File: src/rtl/pitch_counter.sv
// pitch_counter
// Measures the frequency of the pitch antenna oscillator by counting its
// rising edges over a fixed gate window. Each closed gate yields a raw count
// that is subtracted from a calibration offset, clamped, and smoothed by a
// first-order IIR filter to produce the pitch value for the tone generator.
// A calibration request measures one full gate and stores it as the new
// offset, so the player's "silent" hand position maps to freq = 0.
//
// Ports
//   clk        in   1       system clock, all state on the rising edge
//   reset_n    in   1       asynchronous active-low reset
//   osc_in     in   1       oscillator square wave, asynchronous to clk
//   cal        in   1       calibration request (level or pulse)
//   freq       out  F_BITS  smoothed pitch value, registered
//   freq_valid out  1       one-cycle strobe, freq updated this cycle
//   cal_busy   out  1       calibration pending or running
module pitch_counter #(
    parameter int          F_BITS      = 12,
    parameter int          CNT_BITS    = 16,
    parameter int          GATE_CYCLES = 50000,
    parameter int          SMOOTH_SH   = 2,
    parameter int unsigned OFFSET_INIT = 0
) (
    input  logic              clk,
    input  logic              reset_n,
    input  logic              osc_in,
    input  logic              cal,
    output logic [F_BITS-1:0] freq,
    output logic              freq_valid,
    output logic              cal_busy
);

    localparam int AW = F_BITS + SMOOTH_SH;
    localparam int GW = $clog2(GATE_CYCLES);

    localparam logic [GW-1:0]       G_LAST     = GW'(GATE_CYCLES - 1);
    localparam logic [GW-1:0]       G_ONE      = {{(GW-1){1'b0}}, 1'b1};
    localparam logic [CNT_BITS-1:0] CNT_MAX    = {CNT_BITS{1'b1}};
    localparam logic [CNT_BITS-1:0] CNT_ONE    = {{(CNT_BITS-1){1'b0}}, 1'b1};
    localparam logic [CNT_BITS-1:0] OFFSET_RST = CNT_BITS'(OFFSET_INIT);
    localparam logic [CNT_BITS:0]   DIFF_CAP   = (CNT_BITS+1)'((2 ** F_BITS) - 1);
    localparam logic [F_BITS-1:0]   F_MAX      = {F_BITS{1'b1}};
    localparam logic [AW-1:0]       ACC_MAX    = {AW{1'b1}};

    typedef enum logic [1:0] {
        ST_RUN      = 2'd0,
        ST_CAL_WAIT = 2'd1,
        ST_CAL_MEAS = 2'd2
    } state_t;

    // Saturating increment: the edge counter must stick at its maximum.
    function automatic logic [CNT_BITS-1:0] sat_inc(input logic [CNT_BITS-1:0] v);
        if (v == CNT_MAX) begin
            sat_inc = v;
        end else begin
            sat_inc = v + CNT_ONE;
        end
    endfunction

    logic                osc_meta_r, osc_sync_r, osc_prev_r;
    logic                rise_s;
    logic [GW-1:0]       gcnt_r;
    logic                term_s;
    logic [CNT_BITS-1:0] ecnt_r;
    logic [CNT_BITS-1:0] raw_s;
    logic [CNT_BITS-1:0] offset_r;
    logic [CNT_BITS:0]   diff_s;
    logic [F_BITS-1:0]   delta_s;
    logic [AW:0]         acc_sum_s;
    logic [AW-1:0]       acc_next_s;
    logic [AW-1:0]       acc_r;
    logic [F_BITS-1:0]   freq_r;
    logic                freq_valid_r;
    logic                cal_busy_r;
    state_t              state_r, state_next_s;
    logic                upd_s;
    logic                cal_done_s;

    // Two-flop synchronizer plus one history flop for rising-edge detection.
    always_ff @(posedge clk or negedge reset_n) begin
        if (!reset_n) begin
            osc_meta_r <= 1'b0;
            osc_sync_r <= 1'b0;
            osc_prev_r <= 1'b0;
        end else begin
            osc_meta_r <= osc_in;
            osc_sync_r <= osc_meta_r;
            osc_prev_r <= osc_sync_r;
        end
    end

    assign rise_s = osc_sync_r & ~osc_prev_r;
    assign term_s = (gcnt_r == G_LAST);

    // Free-running gate counter, 0 .. GATE_CYCLES-1.
    always_ff @(posedge clk or negedge reset_n) begin
        if (!reset_n) begin
            gcnt_r <= {GW{1'b0}};
        end else if (term_s) begin
            gcnt_r <= {GW{1'b0}};
        end else begin
            gcnt_r <= gcnt_r + G_ONE;
        end
    end

    // Raw count includes an edge seen in the terminal cycle itself.
    always_comb begin
        raw_s = ecnt_r;
        if (rise_s) begin
            raw_s = sat_inc(ecnt_r);
        end else begin
            raw_s = ecnt_r;
        end
    end

    // Edge counter restarts from zero after each terminal cycle.
    always_ff @(posedge clk or negedge reset_n) begin
        if (!reset_n) begin
            ecnt_r <= {CNT_BITS{1'b0}};
        end else if (term_s) begin
            ecnt_r <= {CNT_BITS{1'b0}};
        end else begin
            ecnt_r <= raw_s;
        end
    end

    // Offset minus raw, clamped into the freq range; a higher oscillator
    // frequency than the calibration point means the hand is far away.
    always_comb begin
        diff_s  = {1'b0, offset_r} - {1'b0, raw_s};
        delta_s = {F_BITS{1'b0}};
        if (diff_s[CNT_BITS]) begin
            delta_s = {F_BITS{1'b0}};
        end else if (diff_s > DIFF_CAP) begin
            delta_s = F_MAX;
        end else begin
            delta_s = diff_s[F_BITS-1:0];
        end
    end

    // IIR step: acc - acc/2^SH never underflows, so only the top needs clamping.
    always_comb begin
        acc_sum_s  = {1'b0, acc_r} + (AW+1)'(delta_s) - (AW+1)'(acc_r >> SMOOTH_SH);
        acc_next_s = acc_r;
        if (acc_sum_s[AW]) begin
            acc_next_s = ACC_MAX;
        end else begin
            acc_next_s = acc_sum_s[AW-1:0];
        end
    end

    // Next-state logic and the per-gate actions decoded from the current state.
    always_comb begin
        state_next_s = state_r;
        upd_s        = 1'b0;
        cal_done_s   = 1'b0;
        case (state_r)
            ST_RUN: begin
                upd_s = term_s;
                if (cal) begin
                    // A request in the terminal cycle lets this gate close
                    // normally and makes the very next gate the measured one.
                    state_next_s = term_s ? ST_CAL_MEAS : ST_CAL_WAIT;
                end else begin
                    state_next_s = ST_RUN;
                end
            end
            ST_CAL_WAIT: begin
                upd_s = term_s;
                if (term_s) begin
                    state_next_s = ST_CAL_MEAS;
                end else begin
                    state_next_s = ST_CAL_WAIT;
                end
            end
            ST_CAL_MEAS: begin
                cal_done_s = term_s;
                if (term_s) begin
                    state_next_s = ST_RUN;
                end else begin
                    state_next_s = ST_CAL_MEAS;
                end
            end
            default: begin
                state_next_s = ST_RUN;
            end
        endcase
    end

    // State register with registered busy flag derived from the next state.
    always_ff @(posedge clk or negedge reset_n) begin
        if (!reset_n) begin
            state_r    <= ST_RUN;
            cal_busy_r <= 1'b0;
        end else begin
            state_r    <= state_next_s;
            cal_busy_r <= (state_next_s != ST_RUN);
        end
    end

    // Offset, filter and output registers, updated once per gate.
    always_ff @(posedge clk or negedge reset_n) begin
        if (!reset_n) begin
            offset_r     <= OFFSET_RST;
            acc_r        <= {AW{1'b0}};
            freq_r       <= {F_BITS{1'b0}};
            freq_valid_r <= 1'b0;
        end else begin
            freq_valid_r <= upd_s;
            if (cal_done_s) begin
                offset_r <= raw_s;
                acc_r    <= {AW{1'b0}};
                freq_r   <= {F_BITS{1'b0}};
            end else if (upd_s) begin
                acc_r  <= acc_next_s;
                freq_r <= acc_next_s[AW-1:SMOOTH_SH];
            end
        end
    end

    assign freq       = freq_r;
    assign freq_valid = freq_valid_r;
    assign cal_busy   = cal_busy_r;

endmodule
File: config.mk
export PLATFORM = sky130hd
export DESIGN_NAME = pitch_counter
export DESIGN_NICKNAME = d
export VERILOG_FILES = /design/src/rtl/pitch_counter.sv
export SDC_FILE = /design/constraint.sdc
export NUM_CORES = 1
export LEC_CHECK = 0
export CAP_MARGIN = 20
export CORE_MARGIN = 5
export CORE_UTILIZATION = 50
export DETAILED_ROUTE_END_ITERATION = 8
export PLACE_DENSITY = 0.71
export SKIP_CTS_REPAIR_TIMING = 1
export SYNTH_ARGS = -nofsm -noshare
export SYNTH_HDL_FRONTEND = slang
export SYNTH_SLANG_ARGS = --single-unit
File: constraint.sdc
create_clock -name clk -period 7.4 [get_ports clk]
set_clock_uncertainty 0.15 [all_clocks]
set_input_delay 0.74 -clock clk [delete_from_list [all_inputs] [get_ports clk]]
set_output_delay 0.74 -clock clk [all_outputs]
set_load 0.02 [all_outputs]
## Yosys cells after proc, flatten, opt, wreduce, memory -nomap -nowiden

Index checks and enable logic that the tools add are counted.

| storage, ports and cells | value |
|---|---|
| flip-flop bits (word level) | 81 |
| input bits | 4 |
| output and inout bits | 14 |
| logic and storage cells | 44 |

| operators by class | value |
|---|---|
| add/sub/neg operators | 5 |
| magnitude comparators | 1 |
| equality and inequality tests | 4 |
| muxes and demuxes | 17 |
| bitwise gates (word level) | 2 |
| reduce and logical (&&, ||, !) cells | 4 |

Operators by type and width:

| kind | count |
|---|---|
| 2-to-1 mux 16 bit | 4 |
| 2-to-1 mux 12 bit | 4 |
| 2-to-1 mux 14 bit | 3 |
| adder 16 x 1 -> 16 bit, second input constant | 2 |
| equality test 16 bit, second input constant | 2 |
| > comparator 17 x 12 -> 1 bit, second input constant | 1 |
| subtractor 16 x 16 -> 17 bit | 1 |
| adder 14 x 12 -> 15 bit | 1 |
| subtractor 15 x 12 -> 15 bit | 1 |
| 2-to-1 mux 2 bit | 3 |
| case mux 2 bit (3 select lines) | 1 |
| nonzero test 2 bit | 2 |
| equality test 2 x 1 -> 1 bit, second input constant | 1 |
| equality test 2 bit, second input constant | 1 |
| logical NOT 2 bit | 1 |
| 2-to-1 mux 1 bit | 2 |
| OR reduction 2 bit | 1 |
| AND 1 bit | 1 |
| inverter 1 bit | 1 |

## Depth between registers and ports, before layout

Gate-level depths: netlist of the first run.

| logic depth | value |
|---|---|
| depth in word-level cells | 12 |
| gate-level depth with buffers | 33 |
| gate-level depth less buffers | 30 |

## Worst setup path before layout of the first run

No wires, ideal clock.

| timing path | value |
|---|---|
| path type | reg-to-reg |
| from | register ecnt_r[0] |
| to | register acc_r[3] |
| library setup time | 142 ps |
| arrival | 7677 ps |
| required time | 7108 ps |
| setup slack | -568 ps |
| cell stages (with the launch flop) | 33 |
| path buffers | 2 |
| clock period less this slack | 7968 ps |
| cell sequence | dfrtp_1 ha_1 nand4_2 or4_4 and2_1 xnor2_1 inv_1 ha_1 inv_1 fa_1 or2b_1 o2111ai_1 o311ai_0 o211a_1 o311ai_2 o211ai_2 mux2_4 o311ai_4 buf_6 o41a_1 fa_1 fa_1 a21o_1 a21oi_1 o21bai_1 a21oi_1 o21bai_1 a211oi_1 o21a_1 nor2_1 o311ai_0 clkbuf_1 a31oi_1 |

| between the ends | value |
|---|---|
| longest elaborated chain between the ends | 12 |
| elaborated cells between the ends (all ways) | 13 |
| those cells by class | 4 x add/sub; 1 x order compare; 1 x eq/ne; 7 x mux |

RTL lines:

| item | RTL line | text |
|---|---|---|
| start, declared | 64 | `logic [CNT_BITS-1:0] ecnt_r;` |
| start signal, assigned | 119 | `ecnt_r <= {CNT_BITS{1'b0}};` |
| start signal, assigned | 121 | `ecnt_r <= {CNT_BITS{1'b0}};` |
| start signal, assigned | 123 | `ecnt_r <= raw_s;` |
| adder 16 x 1 -> 16 bit or equality test 16 bit (tied branches) | 56, 53 |  |
| 2-to-1 mux 16 bit | 53 | `if (v == CNT_MAX) begin` |
| 2-to-1 mux 16 bit * | 109 | `if (rise_s) begin` |
| via raw_s[0] | 65 | `logic [CNT_BITS-1:0] raw_s;` |
| subtractor 16 x 16 -> 17 bit * | 130 | `diff_s = {1'b0, offset_r} - {1'b0, raw_s};` |
| > comparator 17 x 12 -> 1 bit | 134 | `end else if (diff_s > DIFF_CAP) begin` |
| 2-to-1 mux 12 bit | 134 |  |
| 2-to-1 mux 12 bit * | 132 | `if (diff_s[CNT_BITS]) begin` |
| adder 14 x 12 -> 15 bit * | 143 | `acc_sum_s = {1'b0, acc_r} + (AW+1)'(delta_s) - (AW+1)'(acc_r >> SMOOTH_SH);` |
| subtractor 15 x 12 -> 15 bit * | 143 |  |
| 2-to-1 mux 14 bit * | 145 | `if (acc_sum_s[AW]) begin` |
| 2-to-1 mux 14 bit * | 214 | `end else if (upd_s) begin` |
| 2-to-1 mux 14 bit * | 210 | `if (cal_done_s) begin` |
| end signal, assigned | 205 | `acc_r <= {AW{1'b0}};` |
| end signal, assigned | 212 | `acc_r <= {AW{1'b0}};` |
| end signal, assigned | 215 | `acc_r <= acc_next_s;` |
| end, declared | 71 | `logic [AW-1:0] acc_r;` |

Mark *: on every way through the listed nets, which the timed path passes. The rest lies on a longest branch. The select of a mux whose other input is x is not followed.
A chain may end at the register's enable or synchronous reset.

## Final worst setup path of the first run

| timing path | value |
|---|---|
| from | register ecnt_r[14] |
| to | register acc_r[8] |

| between the ends | value |
|---|---|
| longest elaborated chain between the ends | 12 |
| elaborated cells between the ends (all ways) | 13 |
| those cells by class | 4 x add/sub; 1 x order compare; 1 x eq/ne; 7 x mux |

RTL lines:

| item | RTL line |
|---|---|
| equality test 16 bit * | 53 |
| 2-to-1 mux 16 bit * | 53 |
| 2-to-1 mux 16 bit * | 109 |
| via raw_s[0] | 65 |
| subtractor 16 x 16 -> 17 bit * | 130 |
| > comparator 17 x 12 -> 1 bit | 134 |
| 2-to-1 mux 12 bit | 134 |
| 2-to-1 mux 12 bit * | 132 |
| adder 14 x 12 -> 15 bit * | 143 |
| subtractor 15 x 12 -> 15 bit * | 143 |
| 2-to-1 mux 14 bit * | 145 |
| 2-to-1 mux 14 bit * | 214 |
| 2-to-1 mux 14 bit * | 210 |

Marked as above.

==> results of run 1 <==
[synthesized netlist by cell type (5+ instances only)]
library cell	number
clkbuf_1	17
maj3_1	8
nand2_1	39
nor2_1	58
ha_1	26
o21ai_0	28
a21o_1	5
nand4_1	5
xor2_1	19
xnor2_1	27
fa_1	13
buf_4	15
dfrtp_1	69
nand3_1	26
and3_1	10
mux2i_1	6
a31oi_1	23
or2_2	5
nor2b_1	5
o41ai_1	8
inv_1	54
and2_1	5
a21oi_1	34
o21bai_1	5
[state kept, by name (all words and copies together), names as in the netlist]
name / count
offset_r: 16
freq_valid: 1
osc_meta_r: 1
cal_busy: 1
acc_r: 14
gcnt_r: 16
osc_prev_r: 1
osc_sync_r: 1
ecnt_r: 16
state_r: 2
[worst paths after layout]
path | endpoint | slack [ps] | cells after the start
max | acc_r[8] | 100 | 31
min | osc_sync_r | 210 | 0
max reg2reg | acc_r[8] | 100 | 31
min reg2reg | osc_sync_r | 210 | 0
max in group asynchronous | acc_r[1] | 6100 | 2
min in group asynchronous | osc_sync_r | 440 | 2
[power groups by stage]
stage	Clock, mW	Combinational, mW	Sequential (mW)
detailed placement	0	1.10	0.415
finish	0.323	1.39	0.410
CTS	0.327	1.11	0.407
floorplan	0	0.849	0.414
global placement	0	1.07	0.414
global route	0.346	1.49	0.412
[cells by family (layout without fill, tap and decap cells)]
family | count (synthesis) | after routing | synth area share, %
compound gates | 142 | 142 | 18.2
xor+xnor | 49 | 49 | 8.70
fa+ha+maj | 47 | 47 | 12.5
mux | 11 | 11 | 2.53
simple gates | 185 | 185 | 17.7
buf+inv | 94 | 121 | 8.02
flops | 69 | 69 | 32.4
[layout make-up]
| cell class | count | area, sq um | area share, % |
|---|---|---|---|
| Clock buffer | 11 | 141 | 2.31 |
| Clock inverter | 5 | 60.1 | 0.982 |
| Inverter | 54 | 203 | 3.32 |
| Multi-Input combinational cell | 434 | 3380 | 55.4 |
| Sequential cell | 69 | 1730 | 28.2 |
| Tap cell | 136 | 170 | 2.78 |
| Timing Repair Buffer | 51 | 428 | 7.00 |
[routing by layer]
layer | wire (microns) | vias up | track usage, %
met5 | 0 | - | 0
met1 | 5800 | 2108 | 25.9
li1 | - | 2121 | -
met4 | 293 | 0 | 7.85
met3 | 568 | 24 | 3.26
met2 | 5760 | 113 | 31.2
[through the flow]
step	total power, mW	hold WS (ps)	setup TNS (ps)	instance area, sq um	worst slack, ps
finish	2.12	211	0	6110	95.2
floorplan	1.26	181	0	5370	15.3
global route	2.25	245	-3060	6110	-244
detailed placement	1.51	197	-1650	5660	-223
CTS	1.85	215	-2460	5870	-282
global placement	1.48	184	0	5660	36.6
==> impl_metrics.toml, run 1 <==
[finish]
fillers = 926
drive_gt1_share_pct = 16.7
area_growth_pct = 14.6
n_antenna_cell = 0
layout_common_cells = "dfrtp_1, nor2_1, inv_1, nand2_1, buf_4"
nNetsFinal = 662
finish.utilization_pct = 59.0
finalNonFillerCells = 760
layout_commonest_cell = "dfrtp_1"

[sta]
rsz0062_at_grt = "true"
max_clock_freq_mhz = 137
finalCriticalPeriod_ps = 7300
slew-limit-headroom_pct = 17.7
finalSetupViolations = 0
slew_violations = 0
min_period_over_period_pct = 98.7
worst_pin_slew_ps = 1230
hold_viol_final = 0

[logic_synthesis]
synth_top_area_share_pct = 32.4
syn_inst = 597
netlist_top_cells_area = "dfrtp_1, ha_1, fa_1"
synth-main-ff-cell = "dfrtp_1"
ys_seq_elements = 69
synth_nets = 640
syn_area_sq_mm = 0.00534
ys.warnings.count = 0
synthDistinctLibCells = 73
async_flop_share_pct = 100
synth_top_cell_by_area = "dfrtp_1"
ys_seq_area_share_pct = 32.4
syn_area_per_cell_sq_um = 8.94
synth_edf_count = 0

[grt]
antenna_found_initial = 0
grt_pass1_wl_microns = 20100
grt_max_degree = 70
grt.total_usage_pct = 19.4
grt_pass1_vias = 4242
globalRouteOverflowTotal = 0

[routing]
ant_nets = 0
post_drt_wl_per_cell_microns = 16.3
drc = 0
routed_via_density = 5.74
firstDrtPassIters = 5
wl_microns = 12400
drt_iter0_drc = 267
via_count = 4366

[pwr]
peakVddDrop_uv = 484
leakagePower_nw = 2.71
switching_share_pct = 43.5
p_switching_uw = 922
power_density_mw_per_mm2 = 347
p_comb_share_pct = 65.5
internal-power_mw = 1.20
clkPwrFrac_pct = 15.2
power_frac_seq_pct = 19.3

[floorplanning]
rows = 37
die_w_microns = 113
start_util_pct = 51.5
ios = 18
core-area_sq_mm = 0.0104
die_area_sq_mm = 0.0128
die_height_microns = 113

[place]
hpwlAfterDp_microns = 8820
dp.cells = 735
routabilityCongestion = 0.929
io_buffers = 17

[critical_path]
rr_startpoint = "ecnt_r[14]"
critPathMaxFanout = 6
critical-path-slowest-cell = "fa_1"
path_class = "flip-flop to flip-flop"
crit_start = "ecnt_r[14]"
path_buf_inv = 4
crit_required_ps = 7420
cpPeakStageDelay_ps = 570
critPathArrivalTime_ps = 7330
path_delay_family = "compound AO/OA/AOI/OAI gates"
worstSetupStartpointType = "flip-flop"
endpoint_kind = "flip-flop"

[clock_network]
htreeDepth = 3
clk_latency_ps = 360
numCtsBuffers = 9
clk_pin_slew_ps = 80
cts_tree = "yes"
cts_buffer_depth = 2
cts.sinks = 69
root_buffer = "clkbuf_8"

[worst_hold_path]
hold_class = "flip-flop to flip-flop"
min_from = "osc_meta_r"

[job]
drv_cap = 0

[run_status]
status = "finished, final reports clean"
Note: power is estimated with default switching activity, not from simulation.
==> run 2, diff against run 1 <==
--- a/config.mk
+++ b/config.mk
@@ -8,6 +8,7 @@
 export CAP_MARGIN = 20
 export CORE_MARGIN = 5
 export CORE_UTILIZATION = 50
+export CTS_CLUSTER_DIAMETER = 200
 export DETAILED_ROUTE_END_ITERATION = 8
 export PLACE_DENSITY = 0.71
 export SKIP_CTS_REPAIR_TIMING = 1
==> results of run 2 <==
Same layout as run 1: the final DEF is identical, and so are final timing and power.
==> run 3, diff against run 2 <==
--- a/config.mk
+++ b/config.mk
@@ -6,7 +6,7 @@
 export NUM_CORES = 1
 export LEC_CHECK = 0
 export CAP_MARGIN = 20
-export CORE_MARGIN = 5
+export CORE_MARGIN = 4
 export CORE_UTILIZATION = 50
 export CTS_CLUSTER_DIAMETER = 200
 export DETAILED_ROUTE_END_ITERATION = 8
==> run 3 against run 2 <==
Compared with the run above:
- power is 0.88% lower
- die area is 3.5% lower
- largest power group unchanged
- largest cell class unchanged
- highest routed layer unchanged
- clock power is 2% higher
- maximum frequency is 1.8% higher
- flip-flop and latch count stayed put
==> impl_metrics.toml, run 3 (synthesized netlist as in run 1, its figures left out) <==
[run_status]
status = "finished, final reports clean"

[clock_network]
clk_pin_slew_ps = 90
clk_latency_ps = 360
cts_buffer_depth = 2
root_buffer = "clkbuf_8"
cts.sinks = 69
numCtsBuffers = 9
cts_tree = "yes"
htreeDepth = 3

[sta]
hold_viol_final = 0
min_period_over_period_pct = 97.0
finalSetupViolations = 0
fin_ws_ps = 222
finalSetupTns_ps = 0
worst_pin_slew_ps = 895
slew_violations = 0
rsz0062_at_grt = "true"
max_clock_freq_mhz = 139
slew-limit-headroom_pct = 40.3
finalCriticalPeriod_ps = 7180

[critical_path]
critical-path-slowest-cell = "or4_1"
path_buf_inv = 4
cpPeakStageDelay_ps = 560
worstSetupStartpointType = "flip-flop"
endpoint_kind = "flip-flop"
crit_required_ps = 7500
reg2reg_to = "acc_r[10]"
path_class = "flip-flop to flip-flop"
r2r_cells = 31
critPathArrivalTime_ps = 7270
path_delay_family = "compound AO/OA/AOI/OAI gates"
crit_top_cell = "o311ai_4"
ff2ff_setup_slack_ps = 220
rr_startpoint = "ecnt_r[14]"
critPathMaxFanout = 7

[worst_hold_path]
hold_class = "flip-flop to flip-flop"
holdPathStages = 0
holdPathEnd = "osc_sync_r"
min_from = "osc_meta_r"

[floorplanning]
core-area_sq_mm = 0.0104
ios = 18
die_height_microns = 111
die_area_sq_mm = 0.0124
start_util_pct = 51.5
rows = 37
die_w_microns = 111

[place]
io_buffers = 17
routabilityCongestion = 0.934
hpwlAfterDp_microns = 8680
dp_slack_ps = -165
dp.cells = 736

[routing]
drc = 0
post_drt_wl_per_cell_microns = 15.9
ant_nets = 0
wl_microns = 12200
routed_via_density = 5.63
drt_iter0_drc = 336
firstDrtPassIters = 4
via_count = 4305

[finish]
nNetsFinal = 666
drive_gt1_share_pct = 16.9
layout_commonest_cell = "dfrtp_1"
finalNonFillerCells = 764
n_antenna_cell = 0
finish.utilization_pct = 59.3
layout_common_cells = "dfrtp_1, nor2_1, inv_1, nand2_1, buf_4"
reg.largest.list = "ecnt_r: 16 flops, gcnt_r: 16 flops, offset_r: 16 flops"
area_growth_pct = 15.2

[grt]
grt_pass1_wl_microns = 20100
grt.total_usage_pct = 19.7
antenna_found_initial = 0
grt_max_degree = 70
globalRouteOverflowTotal = 0
grt_pass1_vias = 4251

[job]
drv_cap = 0

[pwr]
leakagePower_nw = 2.74
peakVddDrop_uv = 386
power_density_mw_per_mm2 = 342
==> run 3: stage by stage <==
| step | instance area [sq um] | hold WS [ps] | power (mW) |
|---|---|---|---|
| CTS | 5880 | 206 | 1.84 |
| global placement | 5670 | 182 | 1.48 |
| detailed placement | 5670 | 186 | 1.50 |
| global route | 6150 | 221 | 2.26 |
| finish | 6150 | 203 | 2.10 |
| floorplan | 5370 | 181 | 1.26 |
==> run 3: where the power goes <==
group          internal, mW  switching (mW)  leakage (nW)  total (mW)
Sequential            0.391          0.0180         0.924       0.409
Combinational         0.648           0.716          1.71        1.36
Clock                 0.161           0.168         0.106       0.329
Total                  1.20           0.901          2.74        2.10
==> run 3: layer usage <==
layer / global-route usage, % / up-vias / share of wire [%]
met5: 0 / - / 0
met4: 7.62 / 0 / 2.5
met3: 3.28 / 22 / 2.3
met2: 32.3 / 74 / 48
met1: 26.3 / 2077 / 48
li1: - / 2132 / -
==> run 3: worst max-delay path by stage <==
stage | slack (ps) | to | depth (start not counted) | from
6_report | 220 | acc_r[10] | 31 | ecnt_r[14]
5_1_grt | -130 | acc_r[13] | 30 | ecnt_r[14]
4_1_cts | -240 | acc_r[13] | 30 | ecnt_r[0]
3_5_place_dp | -160 | acc_r[13] | 30 | ecnt_r[0]
3_3_place_gp | 60 | acc_r[8] | 31 | ecnt_r[0]
2_1_floorplan | 20 | acc_r[3] | 32 | ecnt_r[0]
==> run 3: worst reg2reg max path, delay by kind of cell (launching register included) <==
kind,cells,cell delay [ps]
buffers and inverters,4,480
xor gates and xnor gates,1,130
DFF,1,360
adders and majority gates,4,1360
and+or+nand+nor,5,1660
muxes,1,240
AOI/OAI and AO/OA,16,2680
==> run 3: layout make-up <==
class	count	area (sq um)
inverter	54	203
sequential	69	1730
clock inverter	7	81.3
timing repair buffer	55	469
tap	136	170
fill	920	4220
clock buffer	9	124
multi-input combinational	434	3370
